$ cat config.mk
export PLATFORM = sky130hd
export DESIGN_NAME = load_store_unit
export DESIGN_NICKNAME = d
export VERILOG_FILES = /design/src/rtl/riscv_pkg.sv /design/src/rtl/load_store_unit_load_align.sv /design/src/rtl/load_store_unit.sv
export SDC_FILE = /design/constraint.sdc
export NUM_CORES = 1
export LEC_CHECK = 0
export CAP_MARGIN = 20
export CELL_PAD_IN_SITES_DETAIL_PLACEMENT = 1
export CELL_PAD_IN_SITES_GLOBAL_PLACEMENT = 1
export CORE_MARGIN = 5
export CORE_UTILIZATION = 30
export DETAILED_ROUTE_END_ITERATION = 6
export GPL_TIMING_DRIVEN = 1
export PLACE_DENSITY = 0.6
export SLEW_MARGIN = 5
export SYNTH_ARGS = -nofsm -noshare
export SYNTH_HDL_FRONTEND = slang
export SYNTH_SLANG_ARGS = --single-unit
export TNS_END_PERCENT = 30
$ cat constraint.sdc
create_clock -name CLK -period 6.6 [get_ports CLK]
set_input_delay 1.98 -clock CLK [delete_from_list [all_inputs] [get_ports CLK]]
set_output_delay 1.98 -clock CLK [all_outputs]
set_load 0.02 [all_outputs]
$ cat src/rtl/riscv_pkg.sv
// Shared RV32I definitions: memory map, funct3 load/store encodings,
// load/store unit state type and bus byte-lane helpers.
package RISCV_PKG;

  localparam int unsigned MEM_BYTES = 65536;
  localparam int unsigned HALF_MEM  = MEM_BYTES / 2;
  localparam int          BUS_BE_W  = 4;

  // Load encodings; stores reuse the same width codes.
  typedef enum logic [2:0] {
    LB  = 3'b000,
    LH  = 3'b001,
    LW  = 3'b010,
    LBU = 3'b100,
    LHU = 3'b101
  } funct3_t;

  localparam funct3_t SB = LB;
  localparam funct3_t SH = LH;
  localparam funct3_t SW = LW;

  typedef enum logic [1:0] {IDLE, BEAT0, BEAT1, DONE} lsu_state_t;

  // Byte lanes of an access before shifting by the address offset.
  function automatic logic [BUS_BE_W-1:0] base_mask(input logic [1:0] f3lo);
    case (f3lo)
      2'b00:   return 4'b0001;
      2'b01:   return 4'b0011;
      default: return 4'b1111;
    endcase
  endfunction

  // Access size in bytes.
  function automatic logic [2:0] access_size(input logic [1:0] f3lo);
    case (f3lo)
      2'b00:   return 3'd1;
      2'b01:   return 3'd2;
      default: return 3'd4;
    endcase
  endfunction

endpackage

$ cat src/rtl/load_store_unit_load_align.sv
// Load data alignment: joins up to two bus words, shifts the addressed
// byte into lane 0 and sign/zero-extends to 32 bits.
module lsu_load_align
  import RISCV_PKG::*;
(
  input  logic [31:0] lo_word,
  input  logic [31:0] hi_word,
  input  logic [1:0]  off,
  input  logic [2:0]  funct3,
  output logic [31:0] data
);

  logic [31:0] r32;

  // Shift the two-word window down by the byte offset, then extend by width
  always_comb begin
    r32 = 32'({hi_word, lo_word} >> {off, 3'b000});
    case (funct3)
      LB:      data = {{24{r32[7]}}, r32[7:0]};
      LH:      data = {{16{r32[15]}}, r32[15:0]};
      LBU:     data = {24'b0, r32[7:0]};
      LHU:     data = {16'b0, r32[15:0]};
      default: data = r32;
    endcase
  end

endmodule

$ cat src/rtl/load_store_unit.sv
// Data-memory initiator for the RV32I datapath. Turns one load/store into
// one or two word-aligned byte-enabled bus beats, stalls the datapath while
// busy, and returns extended load data or a fault pulse.
module load_store_unit
  import RISCV_PKG::*;
#(
  parameter int unsigned DATA_LIMIT  = HALF_MEM,
  parameter int unsigned ACK_TIMEOUT = 16
) (
  input  logic        CLK,
  input  logic        Reset,
  input  logic        MemRead,
  input  logic        MemWrite,
  input  logic [2:0]  Funct3,
  input  logic [31:0] DataAddress,
  input  logic [31:0] WriteData,
  output logic [31:0] ReadData,
  output logic        Stall,
  output logic        AccessFault,
  output logic        BusReq,
  output logic        BusWe,
  output logic [31:0] BusAddr,
  output logic [3:0]  BusByteEn,
  output logic [31:0] BusWData,
  input  logic        BusAck,
  input  logic [31:0] BusRData
);

  lsu_state_t state, state_nxt;

  // Request decode, only meaningful in IDLE
  logic [1:0]  off;
  logic [7:0]  mask8;
  logic [63:0] w64;
  logic [32:0] last_byte;
  logic        req_fault;

  assign off       = DataAddress[1:0];
  assign mask8     = {4'b0, base_mask(Funct3[1:0])} << off;
  assign w64       = {32'b0, WriteData} << {off, 3'b000};
  // 33-bit sum so addresses near the top of the space cannot wrap into range
  assign last_byte = {1'b0, DataAddress} + 33'(access_size(Funct3[1:0])) - 33'd1;
  assign req_fault = (MemRead && MemWrite)
                  || (Funct3 == 3'b011) || (Funct3[2:1] == 2'b11)
                  || (MemWrite && Funct3[2])
                  || (last_byte >= 33'(DATA_LIMIT));

  // Latched request
  logic        we_q, need2_q;
  logic [2:0]  f3_q;
  logic [1:0]  off_q;
  logic [3:0]  be1_q;
  logic [31:0] wd1_q, rd0_q, cnt;

  logic ack, tmo;
  assign ack = BusReq && BusAck;
  assign tmo = (ACK_TIMEOUT != 0) && (cnt == 32'(ACK_TIMEOUT - 1));

  assign Stall = (MemRead || MemWrite) && (state != DONE);

  logic [31:0] align_lo, align_hi, align_data;
  assign align_lo = (state == BEAT1) ? rd0_q : BusRData;
  assign align_hi = (state == BEAT1) ? BusRData : 32'b0;

  lsu_load_align u_align (
    .lo_word (align_lo),
    .hi_word (align_hi),
    .off     (off_q),
    .funct3  (f3_q),
    .data    (align_data)
  );

  // State register
  always_ff @(posedge CLK or negedge Reset) begin
    if (!Reset) state <= IDLE;
    else        state <= state_nxt;
  end

  // Next state; an ack in the expiry cycle wins over the timeout
  always_comb begin
    state_nxt = state;
    case (state)
      IDLE:    if (MemRead || MemWrite) state_nxt = req_fault ? DONE : BEAT0;
      BEAT0:   if (ack)      state_nxt = need2_q ? BEAT1 : DONE;
               else if (tmo) state_nxt = DONE;
      BEAT1:   if (ack || tmo) state_nxt = DONE;
      DONE:    state_nxt = IDLE;
      default: state_nxt = IDLE;
    endcase
  end

  // Bus outputs, latched request, timeout counter and result registers
  always_ff @(posedge CLK or negedge Reset) begin
    if (!Reset) begin
      we_q <= 1'b0; need2_q <= 1'b0; f3_q <= '0; off_q <= '0;
      be1_q <= '0; wd1_q <= '0; rd0_q <= '0; cnt <= '0;
      BusReq <= 1'b0; BusWe <= 1'b0; BusAddr <= '0; BusByteEn <= '0; BusWData <= '0;
      ReadData <= '0; AccessFault <= 1'b0;
    end else begin
      AccessFault <= 1'b0;
      ReadData    <= '0;
      case (state)
        IDLE: if (MemRead || MemWrite) begin
          we_q    <= MemWrite;
          f3_q    <= Funct3;
          off_q   <= off;
          need2_q <= |mask8[7:4];
          be1_q   <= mask8[7:4];
          wd1_q   <= w64[63:32];
          cnt     <= '0;
          if (req_fault) AccessFault <= 1'b1;
          else begin
            BusReq    <= 1'b1;
            BusWe     <= MemWrite;
            BusAddr   <= {DataAddress[31:2], 2'b00};
            BusByteEn <= mask8[3:0];
            BusWData  <= w64[31:0];
          end
        end
        BEAT0, BEAT1: begin
          if (ack) begin
            cnt <= '0;
            if (state == BEAT0 && need2_q) begin
              // Keep BusReq high and move straight to the next word
              rd0_q     <= BusRData;
              BusAddr   <= BusAddr + 32'd4;
              BusByteEn <= be1_q;
              BusWData  <= wd1_q;
            end else begin
              BusReq <= 1'b0; BusWe <= 1'b0; BusAddr <= '0; BusByteEn <= '0; BusWData <= '0;
              if (!we_q) ReadData <= align_data;
            end
          end else if (tmo) begin
            // An already-acked first store beat is left in memory
            BusReq <= 1'b0; BusWe <= 1'b0; BusAddr <= '0; BusByteEn <= '0; BusWData <= '0;
            AccessFault <= 1'b1;
          end else begin
            cnt <= cnt + 32'd1;
          end
        end
        default: ;
      endcase
    end
  end

endmodule

=== After elaboration in Yosys (flattened, before gate mapping) ===
Index checks and enable logic that the tools add are counted.

* Bits in registers: 212
* Output and inout bits: 104

* Add/subtract/negate cells: 4
* Magnitude comparators: 1
* Equal/unequal tests: 18
* Shift operators: 3
* Multiplexer cells: 51
* Reductions and logical operators: 23

{| class="wikitable"
|+ Operators by type and width
! kind !! count
|-
| two-way mux 32 bit || 18
|-
| case mux 32 bit (2 select lines) || 3
|-
| case mux 32 bit (4 select lines) || 1
|-
| left shift 32 x 5 -> 64 bit || 1
|-
| >> shifter 64 x 5 -> 32 bit || 1
|-
| adder 32 x 3 -> 33 bit || 1
|-
| >= comparator 33 x 16 -> 1 bit (second input constant) || 1
|-
| subtractor 33 x 1 -> 33 bit (second input constant) || 1
|-
| adder 32 x 1 -> 32 bit (second input constant) || 1
|-
| adder 32 x 3 -> 32 bit (second input constant) || 1
|-
| == test 32 x 4 -> 1 bit (second input constant) || 1
|-
| two-way mux 4 bit || 5
|-
| case mux 4 bit (2 select lines) || 2
|-
| two-way mux 1 bit || 12
|-
| inequality test 3 bit (second input constant) || 4
|-
| two-way mux 2 bit || 5
|-
| AND reduction 3 bit || 3
|-
| case mux 2 bit (4 select lines) || 1
|-
| left shift 4 x 2 -> 8 bit || 1
|-
| == test 2 bit (second input constant) || 3
|-
| == test 3 bit (second input constant) || 2
|-
| logical OR 1 bit || 6
|-
| inequality test 2 bit (second input constant) || 3
|-
| case mux 1 bit (2 select lines) || 3
|-
| 14 further kinds || 20
|}

=== Longest topological paths before layout ===
Gate-level depths: netlist (run 1).

* Depth after elaboration: 9
* Depth in mapped cells: 22

=== By module ===
Synthesis (run 1) repeated with hierarchy kept, for this count alone.

* Cells, all modules: 1581
* Area total of the unflattened synthesis: 13720.7 µm²

{| class="wikitable"
|+ Modules (own cells, without submodules)
! module !! instances !! cells each !! area an instance (µm²)
|-
| load_store_unit || 1 || 1480 || 12600.8
|-
| lsu_load_align || 1 || 101 || 1119.8
|}

=== Worst setup path after synthesis (run 1) ===
Ideal clock, no wire load.

* Kind: input port to flip-flop
* Start point: input DataAddress[1]
* End point: register BusWData[27]
* Library setup time: 0.128 ns
* Arrival time: 6.118 ns
* Data required time: 6.472 ns
* Setup slack: 0.355 ns
* Cell stages on the path: 20
* Path buffers: 3
* Cells stage by stage: buf_1 > inv_1 > clkbuf_1 > ha_1 > inv_1 > ha_1 > inv_1 > fa_1 > nor2b_1 > o31a_1 > o21ai_2 > o211a_1 > o21a_1 > or2_1 > a2111oi_2 > nand4_1 > o31ai_2 > and2_4 > buf_4 > mux2_1

* Cells in the longest elaborated chain, start to end: 6
* Elaborated cells between the ends (all ways): 10

{| class="wikitable"
|+ RTL lines
! element !! RTL line !! source
|-
| from (decl) || load_store_unit.sv:15 || <nowiki>input logic [31:0] DataAddress,</nowiki>
|-
| adder 32 x 3 -> 33 bit || load_store_unit.sv:42 || <nowiki>assign last_byte = {1'b0, DataAddress} + 33'(access_size(Funct3[1:0])) - 33'd1;</nowiki>
|-
| subtractor 33 x 1 -> 33 bit || load_store_unit.sv:42 ||
|-
| >= comparator 33 x 16 -> 1 bit || load_store_unit.sv:46 || <nowiki>|| (last_byte >= 33'(DATA_LIMIT));</nowiki>
|-
| logical OR 1 bit || load_store_unit.sv:46 ||
|-
| inequality test 2 bit (no source line) || -- ||
|-
| AND reduction 4 bit (no source line) || -- ||
|-
| to (signal assigned) || load_store_unit.sv:117 || <nowiki>BusWData <= w64[31:0];</nowiki>
|-
| to (signal assigned) || load_store_unit.sv:128 || <nowiki>BusWData <= wd1_q;</nowiki>
|-
| to (decl) || load_store_unit.sv:24 || <nowiki>output logic [31:0] BusWData,</nowiki>
|}

Parallel ways exist; a longest one is shown, timed or not. The select of a mux whose other input is x is not followed.
A chain may end at the register's enable or synchronous reset.

=== Final worst setup path (run 1) ===
* Start point: input Funct3[1]
* End point: register BusWData[8]

* Cells in the longest elaborated chain, start to end: 8
* Elaborated cells between the ends (all ways): 14

{| class="wikitable"
|+ RTL lines
! element !! RTL line !! source
|-
| from (decl) || load_store_unit.sv:14 || <nowiki>input logic [2:0] Funct3,</nowiki>
|-
| == test 2 x 1 -> 1 bit or zero test 2 bit (tied branches) || riscv_pkg.sv:35 || <nowiki>case (f3lo)</nowiki>
|-
| case mux 3 bit (2 select lines) || riscv_pkg.sv:35 ||
|-
| adder 32 x 3 -> 33 bit || load_store_unit.sv:42 ||
|-
| subtractor 33 x 1 -> 33 bit || load_store_unit.sv:42 ||
|-
| >= comparator 33 x 16 -> 1 bit || load_store_unit.sv:46 ||
|-
| logical OR 1 bit * || load_store_unit.sv:46 ||
|-
| inequality test 2 bit (no source line) * || -- ||
|-
| AND reduction 4 bit (no source line) * || -- ||
|}

Every way passes the cells marked *; elsewhere a longest branch is shown, timed or not.

==> results of run 1 <==
==> placed cells by master (no fill, tap or decap), types with 9 or more instances in the layout <==
| cell | count |
|---|---|
| sky130_fd_sc_hd__nand2_1 | 278 |
| sky130_fd_sc_hd__clkdlybuf4s50_1 | 203 |
| sky130_fd_sc_hd__dfrtp_1 | 200 |
| sky130_fd_sc_hd__nor2_1 | 130 |
| sky130_fd_sc_hd__a21oi_1 | 97 |
| sky130_fd_sc_hd__o21ai_0 | 81 |
| sky130_fd_sc_hd__inv_1 | 60 |
| sky130_fd_sc_hd__nand3_1 | 53 |
| sky130_fd_sc_hd__mux2i_1 | 45 |
| sky130_fd_sc_hd__ha_1 | 40 |
| sky130_fd_sc_hd__mux2_2 | 33 |
| sky130_fd_sc_hd__and3_1 | 33 |
| sky130_fd_sc_hd__buf_4 | 32 |
| sky130_fd_sc_hd__a211oi_1 | 28 |
| sky130_fd_sc_hd__mux2_1 | 28 |
| sky130_fd_sc_hd__clkbuf_16 | 27 |
| sky130_fd_sc_hd__a22o_1 | 24 |
| sky130_fd_sc_hd__xor2_1 | 21 |
| sky130_fd_sc_hd__nor3_1 | 20 |
| sky130_fd_sc_hd__o211ai_1 | 20 |
| sky130_fd_sc_hd__nand4_1 | 19 |
| sky130_fd_sc_hd__a22oi_1 | 18 |
| sky130_fd_sc_hd__nor4_1 | 18 |
| sky130_fd_sc_hd__a31oi_1 | 15 |
| sky130_fd_sc_hd__o31ai_1 | 14 |
| sky130_fd_sc_hd__xnor2_1 | 13 |
| sky130_fd_sc_hd__a21oi_2 | 12 |
| sky130_fd_sc_hd__a21o_1 | 11 |
| sky130_fd_sc_hd__o32ai_1 | 11 |
| sky130_fd_sc_hd__o2bb2ai_1 | 9 |
==> final cells by class <==
cell class | count | share of cell area
multi-input combinational | 1195 | 0.448
sequential | 201 | 0.299
timing repair buffer | 242 | 0.142
clock buffer | 38 | 0.0455
tap | 585 | 0.0435
inverter | 60 | 0.0134
clock inverter | 11 | 0.00854
==> cells in the mapped netlist, types with 6 or more instances <==
| cell | number | area [um2] |
|---|---|---|
| sky130_fd_sc_hd__nand2b_1 | 6 | 37.5 |
| sky130_fd_sc_hd__nor2_1 | 130 | 488 |
| sky130_fd_sc_hd__nand3_1 | 54 | 270 |
| sky130_fd_sc_hd__nor3_1 | 20 | 100 |
| sky130_fd_sc_hd__clkbuf_1 | 66 | 248 |
| sky130_fd_sc_hd__and3_1 | 34 | 213 |
| sky130_fd_sc_hd__buf_2 | 10 | 50.1 |
| sky130_fd_sc_hd__a22o_1 | 24 | 210 |
| sky130_fd_sc_hd__a211oi_1 | 28 | 210 |
| sky130_fd_sc_hd__o21ai_0 | 81 | 405 |
| sky130_fd_sc_hd__dfrtp_1 | 201 | 5030 |
| sky130_fd_sc_hd__inv_1 | 60 | 225 |
| sky130_fd_sc_hd__o32ai_1 | 11 | 96.3 |
| sky130_fd_sc_hd__nand2_1 | 278 | 1040 |
| sky130_fd_sc_hd__a22oi_1 | 18 | 135 |
| sky130_fd_sc_hd__a21oi_1 | 97 | 485 |
| sky130_fd_sc_hd__o22ai_1 | 8 | 50.1 |
| sky130_fd_sc_hd__a21oi_2 | 12 | 105 |
| sky130_fd_sc_hd__mux4_2 | 8 | 180 |
| sky130_fd_sc_hd__mux2_2 | 33 | 372 |
| sky130_fd_sc_hd__ha_1 | 41 | 513 |
| sky130_fd_sc_hd__o21ai_1 | 8 | 40.0 |
| sky130_fd_sc_hd__buf_1 | 13 | 48.8 |
| sky130_fd_sc_hd__mux2_1 | 28 | 315 |
| sky130_fd_sc_hd__and2_1 | 7 | 43.8 |
| sky130_fd_sc_hd__mux2i_1 | 45 | 450 |
| sky130_fd_sc_hd__xnor2_1 | 13 | 114 |
| sky130_fd_sc_hd__nand4_1 | 19 | 119 |
| sky130_fd_sc_hd__o31ai_1 | 14 | 105 |
| sky130_fd_sc_hd__nor4_1 | 18 | 113 |
| sky130_fd_sc_hd__nor2b_1 | 7 | 43.8 |
| sky130_fd_sc_hd__o211ai_1 | 20 | 150 |
| sky130_fd_sc_hd__o2bb2ai_1 | 9 | 78.8 |
| sky130_fd_sc_hd__a221oi_1 | 8 | 70.1 |
| sky130_fd_sc_hd__a31oi_1 | 15 | 93.8 |
| sky130_fd_sc_hd__xor2_1 | 21 | 184 |
| sky130_fd_sc_hd__a21o_1 | 11 | 82.6 |
==> through the flow <==
stage | worst slack (ns) | total power, mW | utilization
final | 0.481 | 6.46 | 0.389
after global placement | 0.0874 | 4.91 | 0.368
after detailed placement | -0.0733 | 4.96 | 0.368
after CTS | 0.482 | 6.53 | 0.389
after global routing | 0.150 | 6.89 | 0.389
after floorplan | 0.355 | 3.71 | -
==> power by group <==
group / total (mW) / internal (mW) / switching, mW / leakage [nW]
registers: 1.74 / 1.50 / 0.240 / 2.69
clock network: 1.53 / 0.925 / 0.610 / 0.435
logic: 3.18 / 1.28 / 1.91 / 4.18
total: 6.46 / 3.70 / 2.76 / 7.30
==> final timing paths <==
check	start	end	slack [ns]	cells past startpoint
setup / recovery	Funct3[1]	BusWData[8]	0.48	20
hold / removal	wd1_q[20]	wd1_q[20]	0.47	2
setup reg to reg	state[0]	BusWData[8]	2.54	11
hold reg to reg	wd1_q[20]	wd1_q[20]	0.47	2
max in group asynchronous	Reset	wd1_q[16]	4.02	2
min in group asynchronous	Reset	BusAddr[21]	1.27	1
==> worst reg2reg max path, cell delays in order, from the launching register on <==
cell and delay, ns:
sky130_fd_sc_hd__dfrtp_1 0.42, sky130_fd_sc_hd__inv_1 0.12, sky130_fd_sc_hd__ha_1 0.30, sky130_fd_sc_hd__buf_4 0.27, sky130_fd_sc_hd__inv_1 0.70, sky130_fd_sc_hd__a21oi_1 0.15, sky130_fd_sc_hd__o21ai_0 0.26, sky130_fd_sc_hd__and2_1 0.56
sky130_fd_sc_hd__buf_4 0.35, sky130_fd_sc_hd__and2_4 0.27, sky130_fd_sc_hd__buf_12 0.18, sky130_fd_sc_hd__mux2_1 0.34
==> sequential cells by signal, summed over array words and instances, names as in the netlist, 2 cells and up <==
register and flops:
cnt 32, be1_q 3, state 2, ReadData 32, BusByteEn 4, f3_q 3, rd0_q 32, wd1_q 24
BusWData 32, off_q 2, BusAddr 30
==> per-layer routing <==
layer,vias to the layer above,GRT usage
met5,-,0
met4,0,0.0325
met3,43,0.0312
met2,256,0.326
met1,6327,0.281
li1,5916,-
==> cell families after synthesis <==
group           count (synthesis)  share of synthesized area
xor+xnor                       34                     0.0226
compound gates                403                      0.203
fa+ha+maj                      42                     0.0404
flops                         201                      0.381
mux                           114                     0.0999
buf+inv                       158                     0.0491
simple gates                  600                      0.203
other cells                     1                   0.000284
==> flow_results.xml, run 1 <==
<?xml version="1.0" encoding="UTF-8"?>
<metrics>
  <group name="outcome">
    <metric name="status" unit="">finished clean</metric>
  </group>
  <group name="job">
    <metric name="timing.max_cap.violations" unit="">0</metric>
  </group>
  <group name="setup_path">
    <metric name="top_cell_family_by_delay_on_the_critical_path" unit="">simple AND/OR/NAND/NOR gates</metric>
    <metric name="timing.critical_path.slowest_stage_cell" unit="">sky130_fd_sc_hd__clkdlybuf4s50_1</metric>
    <metric name="path_max_fanout" unit="">16</metric>
    <metric name="timing.critical_path.to_type" unit="">register</metric>
    <metric name="critical_path.n_buffers_inverters" unit="">5</metric>
    <metric name="critPathMaxStageDelay" unit="ns">0.45</metric>
    <metric name="path_cells" unit="">clkdlybuf4s50_1, inv_1, nand2_1, ha_1, inv_1, ha_1, inv_1, fa_1, nor2b_1, o31a_1, o31ai_1, a211oi_2, mux2i_1, nand4_1, nor4_1, nand4_1, o31ai_4, and2_4, buf_12, mux2_1</metric>
    <metric name="setup.worst_path.start_class" unit="">primary input</metric>
    <metric name="worst_path_most_repeated_cell" unit="">sky130_fd_sc_hd__inv_1</metric>
    <metric name="criticalPathCategory" unit="">primary input to register</metric>
    <metric name="timing.critical_path.arrival" unit="ns">6.53</metric>
    <metric name="critical_path_required" unit="ns">7.01</metric>
  </group>
  <group name="finish">
    <metric name="antennaDiodeCount" unit="">0</metric>
    <metric name="layout.nets" unit="">1873</metric>
    <metric name="filler_cell_count" unit="">5006</metric>
    <metric name="post_route_cells_drive_above_1_share" unit="">0.0899</metric>
    <metric name="area_used_by_multi_input_combinational_logic" unit="um2">7550</metric>
    <metric name="final-seq-area" unit="um2">5030</metric>
    <metric name="areaGrowthSynthToFinish" unit="%">27.7</metric>
    <metric name="layout.cells.non_filler" unit="">2332</metric>
    <metric name="final_cell_area" unit="um2">16800</metric>
  </group>
  <group name="routing">
    <metric name="via_count" unit="">12500</metric>
    <metric name="dr.max_layer_used" unit="">met4</metric>
    <metric name="dr.pass1.iters" unit="">7</metric>
    <metric name="post_dr_vias_cell" unit="">5.38</metric>
    <metric name="route.layer.met1.wl" unit="um">23300</metric>
    <metric name="met2_wirelength" unit="um">22400</metric>
    <metric name="starting_drt_drc_count" unit="">776</metric>
    <metric name="routed_wirelength" unit="um">48600</metric>
    <metric name="routed-wl-met3" unit="um">2210</metric>
    <metric name="postRouteAntennaNets" unit="">0</metric>
    <metric name="wl_per_cell" unit="um">20.8</metric>
    <metric name="drt_drc_violations_left" unit="">0</metric>
  </group>
  <group name="die">
    <metric name="floorplan.die_area" unit="um2">48300</metric>
    <metric name="top_level_ports" unit="">208</metric>
    <metric name="rows" unit="">76</metric>
    <metric name="coreArea" unit="um2">43300</metric>
    <metric name="initial_utilization" unit="">0.305</metric>
    <metric name="die_h" unit="um">220</metric>
    <metric name="die_x" unit="um">220</metric>
  </group>
  <group name="placement">
    <metric name="postPlaceCellArea" unit="um2">15900</metric>
    <metric name="dpl.cell_count" unit="">2283</metric>
    <metric name="io_buffers" unit="">205</metric>
    <metric name="half_perimeter_wire_length_after_placement" unit="um">34600</metric>
    <metric name="gp_congestion" unit="">0.852</metric>
  </group>
  <group name="cts">
    <metric name="tritoncts" unit="">done</metric>
    <metric name="cts-htree-levels" unit="">1</metric>
    <metric name="cts_hold_buf" unit="">0</metric>
    <metric name="insertion_delay" unit="ns">0.55</metric>
    <metric name="post-cts-setup-buffers" unit="">0</metric>
    <metric name="cts.sinks" unit="">201</metric>
    <metric name="clk_root_buffer_cell" unit="">sky130_fd_sc_hd__clkbuf_16</metric>
    <metric name="cts_resized" unit="">0</metric>
    <metric name="buffers_from_clock_root_to_sink_at_most" unit="">3</metric>
    <metric name="cts.reportedPaths.clkPinSlew" unit="ns">0.06</metric>
    <metric name="cts_made_buffers" unit="">27</metric>
  </group>
  <group name="yosys">
    <metric name="synth_cell_type_count" unit="">79</metric>
    <metric name="synth_flop_cell" unit="">sky130_fd_sc_hd__dfrtp_1</metric>
    <metric name="ys_ff_latch" unit="">201</metric>
    <metric name="syn-instance-count" unit="">1553</metric>
    <metric name="cell_area_after_technology_mapping" unit="um2">13200</metric>
    <metric name="syn-mean-instance-area" unit="um2">8.49</metric>
    <metric name="post_synthesis_async_set_or_reset_flop_share" unit="">1.00</metric>
    <metric name="synth_seq_area_share" unit="">0.381</metric>
    <metric name="synth_edf_count" unit="">0</metric>
    <metric name="yosysWarnings" unit="">0</metric>
  </group>
  <group name="timing">
    <metric name="tightestPinTransition" unit="ns">1.07</metric>
    <metric name="hold-worst-slack" unit="ns">0.472</metric>
    <metric name="unrepaired_setup_endpoints_after_global_routing" unit="">false</metric>
    <metric name="setup-violations-final" unit="">0</metric>
    <metric name="timing.final.max_slew_violations" unit="">0</metric>
    <metric name="hold_viol_final" unit="">0</metric>
    <metric name="timing.fmax" unit="MHz">163</metric>
    <metric name="fin_worst_skew" unit="ns">0.0243</metric>
    <metric name="period_share" unit="">0.927</metric>
    <metric name="final_period_minus_worst_setup_slack" unit="ns">6.12</metric>
    <metric name="setup-tns-final" unit="ns">0</metric>
    <metric name="timing.slew.headroom" unit="">0.290</metric>
  </group>
  <group name="global_routing">
    <metric name="antenna_violations_before_repair" unit="">0</metric>
    <metric name="overflow" unit="">0</metric>
    <metric name="vias_in_the_first_global_route" unit="">13100</metric>
    <metric name="wire_length_of_the_first_global_routing_pass" unit="um">76900</metric>
    <metric name="pin_count_of_the_biggest_net_entering_global_routing" unit="">176</metric>
    <metric name="grt_util_all_layers" unit="">0.198</metric>
  </group>
  <group name="pwr">
    <metric name="total_power_divided_by_cell_area" unit="nW/um2">384</metric>
    <metric name="leakagePower" unit="nW">7.30</metric>
    <metric name="ir_worst_vdd" unit="uV">255</metric>
  </group>
  <group name="min_path">
    <metric name="worstHoldPathType" unit="">register to register</metric>
  </group>
</metrics>
No activity file was read; power rests on OpenSTA's default activity.
==> run 2, diff against run 1 <==
- CTS_BUF_LIST: unset -> sky130_fd_sc_hd__clkbuf_16
==> run 2 against run 1 <==
Compared with the run above: clock-buffer cell count shrank 11; die area is the same; clock power shrank 5%; via count shrank 0.33%; sequential share of layout area grew 0.089 points; first-iteration DRC count shrank 9.8%; flip-flop and latch count is the same; clock skew shrank 0.0012 ns; cell area shrank 0.30%.
==> flow_results.xml, run 2 (synthesized netlist as in run 1, its figures left out) <==
<?xml version="1.0" encoding="UTF-8"?>
<metrics>
  <group name="outcome">
    <metric name="status" unit="">finished clean</metric>
  </group>
  <group name="timing">
    <metric name="hold-worst-slack" unit="ns">0.472</metric>
    <metric name="timing.final.max_slew_violations" unit="">0</metric>
    <metric name="setup_slack" unit="ns">0.483</metric>
    <metric name="setup-violations-final" unit="">0</metric>
    <metric name="final_period_minus_worst_setup_slack" unit="ns">6.12</metric>
    <metric name="period_share" unit="">0.927</metric>
    <metric name="hold_viol_final" unit="">0</metric>
    <metric name="unrepaired_setup_endpoints_after_global_routing" unit="">false</metric>
    <metric name="fin_worst_skew" unit="ns">0.0231</metric>
    <metric name="timing.fmax" unit="MHz">163</metric>
    <metric name="timing.slew.headroom" unit="">0.306</metric>
    <metric name="tightestPinTransition" unit="ns">1.04</metric>
  </group>
  <group name="setup_path">
    <metric name="ff2ff_path_depth" unit="">11</metric>
    <metric name="path_cells" unit="">clkdlybuf4s50_1, or2_2, ha_1, inv_1, ha_1, inv_1, fa_1, nor2b_1, o31a_1, o21ai_2, o211a_1, o21a_1, or2_1, a2111oi_2, nand4_1, o31ai_4, and2_4, buf_12, mux2_1</metric>
    <metric name="worstReg2RegEnd" unit="">BusWData[8]</metric>
    <metric name="timing.critical_path.to_type" unit="">register</metric>
    <metric name="setup.worst_path.start_class" unit="">primary input</metric>
    <metric name="ff2ff_setup_slack" unit="ns">2.52</metric>
    <metric name="criticalPathCategory" unit="">primary input to register</metric>
    <metric name="path_max_fanout" unit="">16</metric>
    <metric name="timing.critical_path.arrival" unit="ns">6.53</metric>
    <metric name="launch_point_of_the_worst_path" unit="">Funct3[1]</metric>
    <metric name="critical_path_required" unit="ns">7.01</metric>
    <metric name="critPathMaxStageDelay" unit="ns">0.45</metric>
    <metric name="timing.critical_path.slowest_stage_cell" unit="">sky130_fd_sc_hd__clkdlybuf4s50_1</metric>
    <metric name="critical_path.reg2reg.startpoint" unit="">state[0]</metric>
  </group>
  <group name="routing">
    <metric name="drt_drc_violations_left" unit="">0</metric>
    <metric name="starting_drt_drc_count" unit="">700</metric>
    <metric name="via_count" unit="">12500</metric>
    <metric name="post_dr_vias_cell" unit="">5.36</metric>
    <metric name="postRouteAntennaNets" unit="">0</metric>
    <metric name="dr.pass1.iters" unit="">5</metric>
    <metric name="routed_wirelength" unit="um">48400</metric>
    <metric name="wl_per_cell" unit="um">20.8</metric>
  </group>
  <group name="global_routing">
    <metric name="overflow" unit="">0</metric>
    <metric name="pin_count_of_the_biggest_net_entering_global_routing" unit="">176</metric>
    <metric name="grt_util_all_layers" unit="">0.198</metric>
    <metric name="wire_length_of_the_first_global_routing_pass" unit="um">76900</metric>
    <metric name="antenna_violations_before_repair" unit="">0</metric>
    <metric name="vias_in_the_first_global_route" unit="">13100</metric>
  </group>
  <group name="min_path">
    <metric name="min_delay_worst_endpoint" unit="">wd1_q[21]</metric>
    <metric name="timing.hold.worst_path_depth" unit="">2</metric>
    <metric name="hp-start" unit="">wd1_q[21]</metric>
    <metric name="worstHoldPathType" unit="">register to register</metric>
  </group>
  <group name="placement">
    <metric name="gp_congestion" unit="">0.852</metric>
    <metric name="io_buffers" unit="">205</metric>
    <metric name="postPlaceCellArea" unit="um2">15900</metric>
    <metric name="half_perimeter_wire_length_after_placement" unit="um">34600</metric>
    <metric name="dpl.cell_count" unit="">2283</metric>
    <metric name="pre_cts_ws" unit="ns">-0.0733</metric>
  </group>
  <group name="cts">
    <metric name="insertion_delay" unit="ns">0.55</metric>
    <metric name="cts_resized" unit="">0</metric>
    <metric name="cts_made_buffers" unit="">27</metric>
    <metric name="cts-htree-levels" unit="">1</metric>
    <metric name="cts_hold_buf" unit="">0</metric>
    <metric name="cts.sinks" unit="">201</metric>
    <metric name="cts.reportedPaths.clkPinSlew" unit="ns">0.06</metric>
    <metric name="tritoncts" unit="">done</metric>
    <metric name="buffers_from_clock_root_to_sink_at_most" unit="">3</metric>
    <metric name="clk_root_buffer_cell" unit="">sky130_fd_sc_hd__clkbuf_16</metric>
    <metric name="post-cts-setup-buffers" unit="">0</metric>
  </group>
  <group name="finish">
    <metric name="layout.cells.most_common" unit="">sky130_fd_sc_hd__nand2_1</metric>
    <metric name="post_route_cells_drive_above_1_share" unit="">0.0870</metric>
    <metric name="top_library_cells_by_usage_in_the_layout_fill_and_taps_aside" unit="">sky130_fd_sc_hd__nand2_1, sky130_fd_sc_hd__clkdlybuf4s50_1, sky130_fd_sc_hd__dfrtp_1</metric>
    <metric name="antennaDiodeCount" unit="">0</metric>
    <metric name="layout.nets" unit="">1873</metric>
    <metric name="final_cell_area" unit="um2">16800</metric>
    <metric name="filler_cell_count" unit="">5015</metric>
    <metric name="areaGrowthSynthToFinish" unit="%">27.3</metric>
    <metric name="layout.cells.non_filler" unit="">2332</metric>
  </group>
  <group name="die">
    <metric name="top_level_ports" unit="">208</metric>
    <metric name="rows" unit="">76</metric>
    <metric name="floorplan.die_area" unit="um2">48300</metric>
    <metric name="coreArea" unit="um2">43300</metric>
    <metric name="die_h" unit="um">220</metric>
    <metric name="initial_utilization" unit="">0.305</metric>
    <metric name="die_x" unit="um">220</metric>
  </group>
  <group name="pwr">
    <metric name="total_power" unit="mW">6.38</metric>
    <metric name="total_power_divided_by_cell_area" unit="nW/um2">380</metric>
    <metric name="leakagePower" unit="nW">7.29</metric>
    <metric name="ir_worst_vdd" unit="uV">255</metric>
  </group>
  <group name="job">
    <metric name="timing.max_cap.violations" unit="">0</metric>
  </group>
</metrics>
run 2: cell count changes in the layout (fill, tap and decap cells not counted):
cell,change
sky130_fd_sc_hd__inv_1,+6
sky130_fd_sc_hd__clkbuf_1,-6
sky130_fd_sc_hd__clkbuf_8,-5
sky130_fd_sc_hd__clkinv_1,+5
run 2: worst max path at each step:
stage | endpoint | slack (ns) | cells after the start
global route | BusWData[23] | 0.15 | 20
finish | BusWData[8] | 0.48 | 19
global placement | BusWData[27] | 0.09 | 19
detailed placement | BusWData[18] | -0.07 | 19
floorplan | BusWData[27] | 0.35 | 20
CTS | BusWData[8] | 0.48 | 20
run 2: report_power, final:
group,total [mW],switching (mW),internal [mW],leakage (nW)
Sequential,1.74,0.238,1.50,2.69
Combinational,3.19,1.91,1.28,4.18
Clock,1.46,0.602,0.857,0.431
Total,6.38,2.75,3.64,7.29
run 2: metrics by stage:
stage	utilization	setup TNS [ns]
after floorplan	-	0
after global placement	0.368	0
after detailed placement	0.368	-1.51
after CTS	0.388	0
after global routing	0.388	0
final	0.388	0
run 2: layout make-up:
| class | instances | area, um2 | area share |
|---|---|---|---|
| clock inverters | 22 | 185 | 0.0110 |
| clock buffers | 27 | 676 | 0.0402 |
| repair buffers | 242 | 2390 | 0.142 |
| well taps | 585 | 732 | 0.0436 |
| multi-input cells | 1195 | 7550 | 0.450 |
| flip-flops and latches | 201 | 5030 | 0.300 |
| inverters | 60 | 225 | 0.0134 |
run 2: critical path, delay by kind of cell:
kind	cells	cell delay [ns]
adder cells (fa/ha/maj)	3	0.74
AND/OR/NAND/NOR	5	1.27
multiplexers	1	0.34
buffers and inverters	4	0.73
AO/OA/AOI/OAI	6	1.46
run 2: routing by layer:
metal | vias up | GRT usage | part of all wire
li1 | 5923 | - | -
met1 | 6291 | 0.280 | 0.48
met2 | 246 | 0.326 | 0.46
met3 | 40 | 0.0312 | 0.044
met4 | 0 | 0.0325 | 0.014
met5 | - | 0 | 0
==> run 3, diff against run 2 <==
- GPL_TIMING_DRIVEN: 1 -> 0
==> run 3 against run 2 <==
Compared with the run above: largest cell class unchanged; register-to-register slack improved by 0.39 ns; worst setup slack got worse by 0.23 ns; combinational power increased by 3%; clock-buffer cell count decreased by 1; first-iteration DRC count up 2.0%; fmax shrank 3.6%; hold slack got worse by 0.0058 ns; via count rose by 3.1%; utilization grew 0.095 points; sequential power about the same; final cell count increased by 2.7%.
==> flow_results.xml, run 3 (synthesized netlist as in run 1, its figures left out) <==
<?xml version="1.0" encoding="UTF-8"?>
<metrics>
  <group name="routing">
    <metric name="postRouteAntennaNets" unit="">0</metric>
    <metric name="drt_drc_violations_left" unit="">0</metric>
    <metric name="via_count" unit="">12900</metric>
    <metric name="wl_per_cell" unit="um">22.4</metric>
    <metric name="post_dr_vias_cell" unit="">5.38</metric>
    <metric name="routed_wirelength" unit="um">53500</metric>
    <metric name="starting_drt_drc_count" unit="">714</metric>
    <metric name="dr.pass1.iters" unit="">5</metric>
  </group>
  <group name="setup_path">
    <metric name="timing.critical_path.arrival" unit="ns">6.76</metric>
    <metric name="worst_path_most_repeated_cell" unit="">sky130_fd_sc_hd__buf_6</metric>
    <metric name="path_max_fanout" unit="">10</metric>
    <metric name="criticalPathCategory" unit="">primary input to register</metric>
    <metric name="critical_path_required" unit="ns">7.02</metric>
    <metric name="timing.critical_path.to_type" unit="">register</metric>
    <metric name="path_cells" unit="">dlygate4sd2_1, or2_2, ha_1, inv_1, ha_1, inv_1, fa_2, nor2b_2, o31a_1, o31ai_1, a211oi_2, o221a_1, o22ai_1, nor4_1, nand4_1, buf_4, o31ai_4, and2_4, buf_6, buf_6, buf_6, a21oi_2</metric>
    <metric name="timing.critical_path.slowest_stage_cell" unit="">sky130_fd_sc_hd__a211oi_2</metric>
    <metric name="critPathMaxStageDelay" unit="ns">0.46</metric>
    <metric name="setup.worst_path.start_class" unit="">primary input</metric>
  </group>
  <group name="global_routing">
    <metric name="pin_count_of_the_biggest_net_entering_global_routing" unit="">79</metric>
    <metric name="wire_length_of_the_first_global_routing_pass" unit="um">81200</metric>
    <metric name="antenna_violations_before_repair" unit="">4</metric>
    <metric name="overflow" unit="">0</metric>
    <metric name="grt_util_all_layers" unit="">0.215</metric>
    <metric name="vias_in_the_first_global_route" unit="">13400</metric>
  </group>
  <group name="die">
    <metric name="rows" unit="">76</metric>
    <metric name="top_level_ports" unit="">208</metric>
    <metric name="floorplan.die_area" unit="um2">48300</metric>
    <metric name="initial_utilization" unit="">0.305</metric>
    <metric name="die_h" unit="um">220</metric>
    <metric name="coreArea" unit="um2">43300</metric>
    <metric name="die_x" unit="um">220</metric>
  </group>
  <group name="cts">
    <metric name="cts.reportedPaths.clkPinSlew" unit="ns">0.06</metric>
    <metric name="clk_root_buffer_cell" unit="">sky130_fd_sc_hd__clkbuf_16</metric>
    <metric name="cts.sinks" unit="">201</metric>
    <metric name="insertion_delay" unit="ns">0.55</metric>
    <metric name="buffers_from_clock_root_to_sink_at_most" unit="">3</metric>
    <metric name="cts_made_buffers" unit="">26</metric>
    <metric name="cts_hold_buf" unit="">0</metric>
    <metric name="cts-htree-levels" unit="">1</metric>
    <metric name="tritoncts" unit="">done</metric>
  </group>
  <group name="placement">
    <metric name="io_buffers" unit="">204</metric>
    <metric name="gp_congestion" unit="">0.861</metric>
    <metric name="dpl.cell_count" unit="">2345</metric>
    <metric name="half_perimeter_wire_length_after_placement" unit="um">40800</metric>
  </group>
  <group name="timing">
    <metric name="setup-violations-final" unit="">0</metric>
    <metric name="tightestPinTransition" unit="ns">1.08</metric>
    <metric name="unrepaired_setup_endpoints_after_global_routing" unit="">false</metric>
    <metric name="fin_worst_skew" unit="ns">0.0208</metric>
    <metric name="timing.slew.headroom" unit="">0.274</metric>
    <metric name="timing.final.max_slew_violations" unit="">0</metric>
    <metric name="hold_viol_final" unit="">0</metric>
    <metric name="period_share" unit="">0.962</metric>
    <metric name="timing.fmax" unit="MHz">158</metric>
    <metric name="final_period_minus_worst_setup_slack" unit="ns">6.35</metric>
  </group>
  <group name="min_path">
    <metric name="worstHoldPathType" unit="">register to register</metric>
  </group>
  <group name="finish">
    <metric name="top_library_cells_by_usage_in_the_layout_fill_and_taps_aside" unit="">sky130_fd_sc_hd__nand2_1, sky130_fd_sc_hd__dfrtp_1, sky130_fd_sc_hd__clkdlybuf4s50_1</metric>
    <metric name="layout.cells.non_filler" unit="">2394</metric>
    <metric name="areaGrowthSynthToFinish" unit="%">27.6</metric>
    <metric name="post_route_cells_drive_above_1_share" unit="">0.0758</metric>
    <metric name="layout.nets" unit="">1937</metric>
    <metric name="layout.cells.most_common" unit="">sky130_fd_sc_hd__nand2_1</metric>
  </group>
  <group name="pwr">
    <metric name="switching_share" unit="">0.453</metric>
    <metric name="total_power" unit="mW">6.30</metric>
    <metric name="netSwitchingPower" unit="mW">2.85</metric>
    <metric name="clock_power_share" unit="">0.205</metric>
    <metric name="power.internal" unit="mW">3.45</metric>
    <metric name="leakagePower" unit="nW">7.27</metric>
    <metric name="share_seq_of_total_power" unit="">0.275</metric>
    <metric name="total_power_divided_by_cell_area" unit="nW/um2">374</metric>
    <metric name="share_of_power_burned_in_combinational_logic" unit="">0.520</metric>
    <metric name="ir_worst_vdd" unit="uV">200</metric>
  </group>
  <group name="job">
    <metric name="timing.max_cap.violations" unit="">0</metric>
  </group>
  <group name="outcome">
    <metric name="status" unit="">finished clean</metric>
  </group>
</metrics>
==> run 3: cell types whose count changed in the layout (fill, tap and decap cells not counted), moves of 4 or more <==
cell / change
sky130_fd_sc_hd__buf_1: +12
sky130_fd_sc_hd__buf_12: -5
sky130_fd_sc_hd__buf_2: +8
sky130_fd_sc_hd__buf_4: -22
sky130_fd_sc_hd__buf_6: +4
sky130_fd_sc_hd__clkbuf_1: +65
sky130_fd_sc_hd__clkinv_2: +4
sky130_fd_sc_hd__inv_1: -6
==> run 3: layout make-up <==
type	count	area, um2
Inverter	60	229
Buffer	97	429
Sequential cell	201	5030
Fill cell	5123	26400
Clock buffer	26	651
Antenna cell	2	5.00
Multi-Input combinational cell	1195	7530
Timing Repair Buffer	210	2120
Tap cell	585	732
Clock inverter	18	104
==> run 3: critical path: cells and delay by family <==
kind,cells,cell delay (ns)
compound gates,7,1.56
buf+inv,7,1.21
simple gates,5,1.16
fa+ha+maj,3,0.82
==> run 3: routing by layer <==
metal / GRT usage / up-vias / share of wire
met4: 0.0387 / 4 / 0.019
met3: 0.0360 / 62 / 0.050
met5: 0 / - / 0.00039
li1: - / 6064 / -
met1: 0.304 / 6471 / 0.47
met2: 0.350 / 289 / 0.46
==> run 3: final timing paths <==
check	startpoint	cells after the start	slack, ns	to
worst max register to register	state[0]	11	2.91	ReadData[31]
worst min-delay path	wd1_q[19]	2	0.47	wd1_q[19]
worst max-delay path	Funct3[0]	22	0.25	BusWData[0]
max in group asynchronous	Reset	2	4.44	BusWData[24]
min in group asynchronous	Reset	1	1.37	BusAddr[22]
worst min register to register	wd1_q[19]	2	0.47	wd1_q[19]
==> run 3: power by group through the flow <==
stage	clock network, mW	logic (mW)	registers, mW
3_5_place_dp	0	3.27	1.75
2_1_floorplan	0	1.86	1.85
3_3_place_gp	0	3.23	1.75
5_1_grt	1.38	3.55	1.77
4_1_cts	1.33	3.29	1.73
6_report	1.29	3.27	1.73
==> run 3: per-stage QoR <==
stage,setup WS (ns),area (um2),util,hold WS [ns],TNS [ns]
after global routing,0.0483,16800,0.389,0.487,0
after detailed placement,-1.84,16000,0.371,0.455,-119.38
after global placement,-5.66,16000,0.369,0.449,-1256.65
final,0.254,16800,0.389,0.466,0
after floorplan,0.355,13200,-,0.439,0
after CTS,0.0558,16800,0.389,0.469,0
==> run 3: repair_timing <==
item / CTS / global route
buffers inserted: 4 / 0
pin swaps: 2 / 1
endpoints found under the setup margin: 70 / 53
gates resized for setup: 10 / 4
